==> config.mk <==
export PLATFORM = sky130hd
export DESIGN_NAME = nn_pattern_sweeper
export DESIGN_NICKNAME = d
export VERILOG_FILES = /design/src/rtl/nn_ctrl_pkg.sv /design/src/rtl/nn_dwell_timer.sv /design/src/rtl/nn_pattern_sweeper.sv
export SDC_FILE = /design/constraint.sdc
export NUM_CORES = 1
export LEC_CHECK = 0
export CORE_MARGIN = 2
export CORE_UTILIZATION = 54
export CTS_BUF_LIST = sky130_fd_sc_hd__clkbuf_4 sky130_fd_sc_hd__clkbuf_8
export DETAILED_ROUTE_END_ITERATION = 16
export PLACE_DENSITY = 0.85
export SYNTH_ARGS = -nofsm -noshare
export SYNTH_HDL_FRONTEND = slang
export SYNTH_HIERARCHICAL = 1
export SYNTH_SLANG_ARGS = --single-unit
==> constraint.sdc <==
create_clock -name clk -period 3.9 [get_ports clk]
set_clock_uncertainty 0.15 [all_clocks]
set_input_delay 0.975 -clock clk [delete_from_list [all_inputs] [get_ports clk]]
set_output_delay 0.975 -clock clk [all_outputs]
set_load 0.01 [all_outputs]
==> src/rtl/nn_ctrl_pkg.sv <==
// Shared definitions for the mine-net stimulus and control blocks.
// Provides the sequencer state encoding and default net dimensions.
package nn_ctrl_pkg;

    localparam int N_IN_DEF  = 4;
    localparam int N_OUT_DEF = 2;

    localparam logic [1:0] ST_IDLE  = 2'd0;
    localparam logic [1:0] ST_APPLY = 2'd1;
    localparam logic [1:0] ST_EMIT  = 2'd2;
    localparam logic [1:0] ST_DONE  = 2'd3;

    typedef enum logic [1:0] {
        IDLE  = ST_IDLE,
        APPLY = ST_APPLY,
        EMIT  = ST_EMIT,
        DONE  = ST_DONE
    } state_t;

endpackage

==> src/rtl/nn_dwell_timer.sv <==
// Dwell counter: counts enabled cycles from zero and flags DWELL-1.
// Ports: clk, rst_n (sync, active-low), clear, enable, tc (terminal count).
module nn_dwell_timer #(
    parameter int DWELL = 10,
    localparam int W = (DWELL > 1) ? $clog2(DWELL) : 1
) (
    input  logic clk,
    input  logic rst_n,
    input  logic clear,
    input  logic enable,
    output logic tc
);

    logic [W-1:0] count;

    // Parks at terminal count so a power-of-two DWELL never wraps.
    always_ff @(posedge clk) begin
        if (!rst_n) begin
            count <= '0;
        end else if (clear) begin
            count <= '0;
        end else if (enable && !tc) begin
            count <= count + 1'b1;
        end
    end

    assign tc = (count == W'(DWELL - 1));

endmodule

==> src/rtl/nn_pattern_sweeper.sv <==
// Drives the mine net through all input patterns (or one manual pattern),
// holds each for DWELL cycles, samples net_out and streams pattern/result
// pairs on a valid/ready port while counting detections (res_out[0]).
// Ports: clk, rst_n, start, abort, mode, manual_pat | net_in, net_out |
//        res_valid, res_ready, res_pat, res_out | hits, busy, done.
module nn_pattern_sweeper
    import nn_ctrl_pkg::*;
#(
    parameter int N_IN  = N_IN_DEF,
    parameter int N_OUT = N_OUT_DEF,
    parameter int DWELL = 10
) (
    input  logic             clk,
    input  logic             rst_n,
    input  logic             start,
    input  logic             abort,
    input  logic             mode,
    input  logic [N_IN-1:0]  manual_pat,
    output logic [N_IN-1:0]  net_in,
    input  logic [N_OUT-1:0] net_out,
    output logic             res_valid,
    input  logic             res_ready,
    output logic [N_IN-1:0]  res_pat,
    output logic [N_OUT-1:0] res_out,
    output logic [N_IN:0]    hits,
    output logic             busy,
    output logic             done
);

    state_t          state;
    logic            mode_q;
    logic [N_IN-1:0] pattern;
    logic            tc;
    logic            timer_clr;
    logic            timer_en;

    // Counter runs only in APPLY and is zero on every entry to APPLY.
    assign timer_clr = (state != APPLY);
    assign timer_en  = (state == APPLY);

    nn_dwell_timer #(
        .DWELL(DWELL)
    ) u_timer (
        .clk   (clk),
        .rst_n (rst_n),
        .clear (timer_clr),
        .enable(timer_en),
        .tc    (tc)
    );

    always_ff @(posedge clk) begin
        if (!rst_n) begin
            state   <= IDLE;
            mode_q  <= 1'b0;
            pattern <= '0;
            res_pat <= '0;
            res_out <= '0;
            hits    <= '0;
        end else if (abort) begin
            // Beats start in IDLE and a same-cycle handshake in EMIT.
            state <= IDLE;
        end else begin
            unique case (state)
                IDLE: begin
                    if (start) begin
                        mode_q  <= mode;
                        pattern <= mode ? manual_pat : '0;
                        hits    <= '0;
                        state   <= APPLY;
                    end
                end
                APPLY: begin
                    if (tc) begin
                        res_pat <= pattern;
                        res_out <= net_out;
                        state   <= EMIT;
                    end
                end
                EMIT: begin
                    if (res_ready) begin
                        hits <= hits + (N_IN + 1)'(res_out[0]);
                        // All-ones is terminal, so pattern never wraps.
                        if (mode_q || (&pattern)) begin
                            state <= DONE;
                        end else begin
                            pattern <= pattern + 1'b1;
                            state   <= APPLY;
                        end
                    end
                end
                DONE: begin
                    state <= IDLE;
                end
            endcase
        end
    end

    assign busy      = (state != IDLE);
    assign done      = (state == DONE);
    assign res_valid = (state == EMIT);
    assign net_in    = ((state == APPLY) || (state == EMIT)) ? pattern : '0;

endmodule
==> impl_metrics.env <==
export IMPL_ioPinCount=30
export IMPL_grt_pass1_wl_um=4320
export IMPL_drive_above_1_share_pct=9.94
export IMPL_multi_input_area_um2=741
export IMPL_clock_latency_ns=0.32
export IMPL_max_stage_delay_ns=0.66
export IMPL_drt_wl_total_um=2630
export IMPL_port_buffers=29
export IMPL_drv_cap=0
export IMPL_first_iter_violations=21
export IMPL_cp_required_ns=2.77
export IMPL_utilization_pct=72.5
export IMPL_rsz0062_at_grt="no"
export IMPL_synth_area_leaders="dfxtp_1 36%, ha_1 9.1%, mux2i_1 7.3%"
export IMPL_grt_usage_pct=21.6
export IMPL_synth_top_area_share_pct=35.8
export IMPL_synth_top_area_cell="dfxtp_1"
export IMPL_cts_buffers=3
export IMPL_async_flop_share_pct=0
export IMPL_critPathKind="register to primary output"
export IMPL_setup_viol=0
export IMPL_drc=0
export IMPL_syn_nets=152
export IMPL_seqCellArea_um2=440
export IMPL_synth_edff_count=0
export IMPL_fin_hold_ws_ns=0.362
export IMPL_yosysMostFrequentCell="dfxtp_1"
export IMPL_synthCells=131
export IMPL_die_h_um=51.8
export IMPL_rows=17
export IMPL_clk_path_buf_depth=2
export IMPL_leakagePower_nw=0.698
export IMPL_hp_class="register to register"
export IMPL_post_cts_buffers=0
export IMPL_path_delay_family="buffers and inverters"
export IMPL_antenna_diode_count=0
export IMPL_crit_path_max_fanout=15
export IMPL_crit_chain="inv_1, ha_1, clkdlybuf4s50_1"
export IMPL_endpoint_kind="primary output"
export IMPL_finalHoldViolCount=0
export IMPL_fin_ws_ns=0.779
export IMPL_max_freq_mhz=320
export IMPL_wl_per_cell_um=13.9
export IMPL_grt_antenna_before_repair=0
export IMPL_finalWeightedCongestion=0.898
export IMPL_synthToLayoutAreaGrowth_pct=29.1
export IMPL_postCtsHoldBufs=0
export IMPL_first_global_vias=943
export IMPL_clk_pin_slew_worst_paths_ns=0.13
export IMPL_ys_seq_elements=22
export IMPL_cts_tree="built"
export IMPL_period_share_pct=80.0
export IMPL_fillCellCount=162
export IMPL_clockRootBuffer="clkbuf_4"
export IMPL_yosys_warnings=6
export IMPL_critPathBufInv=2
export IMPL_syn_area_um2=1230
export IMPL_synth_cell_type_count=43
export IMPL_nets=183
export IMPL_hpwl_um=2000
export IMPL_antenna_left=0
export IMPL_grt_max_degree=16
export IMPL_finalSetupTns_ns=0
export IMPL_cp_slowest_cell="clkdlybuf4s50_1"
export IMPL_slew_viol_final=0
export IMPL_h_tree_depth=1
export IMPL_status="complete, no violations"
export IMPL_worstPathArrival_ns=2.00
export IMPL_first_pass_iters=6
export IMPL_grt_overflow_total=0
export IMPL_worstMarginPinSlew_ns=0.589
export IMPL_timing_slew_headroom_pct=60.7
export IMPL_fp_dieArea_um2=2680
export IMPL_power_density_nw_per_um2=300
export IMPL_clock_sinks=22
export IMPL_vias_per_cell=5.48
export IMPL_core_um2=2190
export IMPL_die_w_um=51.8
export IMPL_syn_mean_instance_area_um2=9.40
export IMPL_via_count=1035
export IMPL_seq_area_frac_synth_pct=35.8
export IMPL_startpoint_type="register"
export IMPL_vdd_drop_max_uv=253
export IMPL_fin_crit_ns=3.12
export IMPL_place_ws_ns=1.16
export IMPL_floorplan_initialDensity_pct=56.2
export IMPL_synth_top_flop_cell="dfxtp_1"
export IMPL_cts_resized=0
export IMPL_synth_common_cells="22 x dfxtp_1, 11 x nor2_1, 10 x nand2_1, 9 x ha_1, 9 x mux2i_1"
[final cells by class]
cell class / instances / share of cell area [%]
multi-input combinational: 98 / 46.6
sequential: 22 / 27.7
timing repair buffer: 29 / 18.3
tap: 28 / 2.20
clock inverter: 1 / 1.89
inverter: 8 / 1.89
clock buffer: 3 / 1.42
[worst paths after layout]
check	startpoint	endpoint	slack [ns]	depth (start not counted)
max	state[0]$_SDFFE_PP0P_	res_valid	0.78	3
min	res_pat[1]$_SDFFE_PN0P_	res_pat[1]$_SDFFE_PN0P_	0.36	2
max reg2reg	state[0]$_SDFFE_PP0P_	hits[4]$_SDFFE_PN0P_	1.68	6
min reg2reg	res_pat[1]$_SDFFE_PN0P_	res_pat[1]$_SDFFE_PN0P_	0.36	2
[routing by layer]
metal	GRT usage, %	share of wire (%)	wire length (um)	up-vias
met4	5.26	1.1	28	0
li1	-	-	-	524
met2	35.7	48	1270	29
met5	0	0	0	-
met1	29.2	45	1190	477
met3	3.74	5.4	141	5
[stage by stage]
step | std cells | total power [mW] | instance area [um2]
6_report | 189 | 0.477 | 1590
5_1_grt | 189 | 0.495 | 1590
4_1_cts | 189 | 0.477 | 1590
3_5_place_dp | 185 | 0.302 | 1540
3_3_place_gp | 185 | 0.300 | 1540
2_1_floorplan | 131 | 0.279 | 1230
[kinds of logic after synthesis]
kind of cell / count (synthesis) / share of synthesized area (%)
and+or+nand+nor: 54 / 26.0
AOI/OAI and AO/OA: 23 / 15.5
DFF: 22 / 35.8
buffers and inverters: 11 / 4.06
muxes: 9 / 7.32
adders and majority gates: 9 / 9.15
xor gates and xnor gates: 3 / 2.13
[cells in the final DEF (no fill, tap or decap), types with 3 or more instances in the layout]
master           netlist  final
inv_1                  8      8
mux2i_1                9      9
nand2_1               10     10
ha_1                   9      9
nor2_1                11     11
nand3b_1               3      3
and2_1                 5      5
dfxtp_1               22     22
nand2b_1               4      4
a21oi_1                5      5
clkdlybuf4s50_1        0     29
clkbuf_4               0      3
[worst register-to-register path: stages (launching register included)]
cell and delay, ns:
dfxtp_1 0.37, inv_1 0.10, ha_1 0.54, o21ba_4 0.25, nand4_2 0.15, or4_1 0.51
nand2_1 0.09
[sequential cells by signal, indices dropped and copies added, names as in the netlist]
name	count
hits	5
mode_q	1
pattern	4
res_out	2
res_pat	4
state	2
u_timer/count	4
[where the power goes]
part / total, mW / switching (mW) / internal [mW]
combinational: 0.0633 / 0.0311 / 0.0322
clock: 0.179 / 0.0749 / 0.104
sequential: 0.235 / 0.00597 / 0.229
total: 0.477 / 0.112 / 0.365
(Power assumes the default switching activity.)
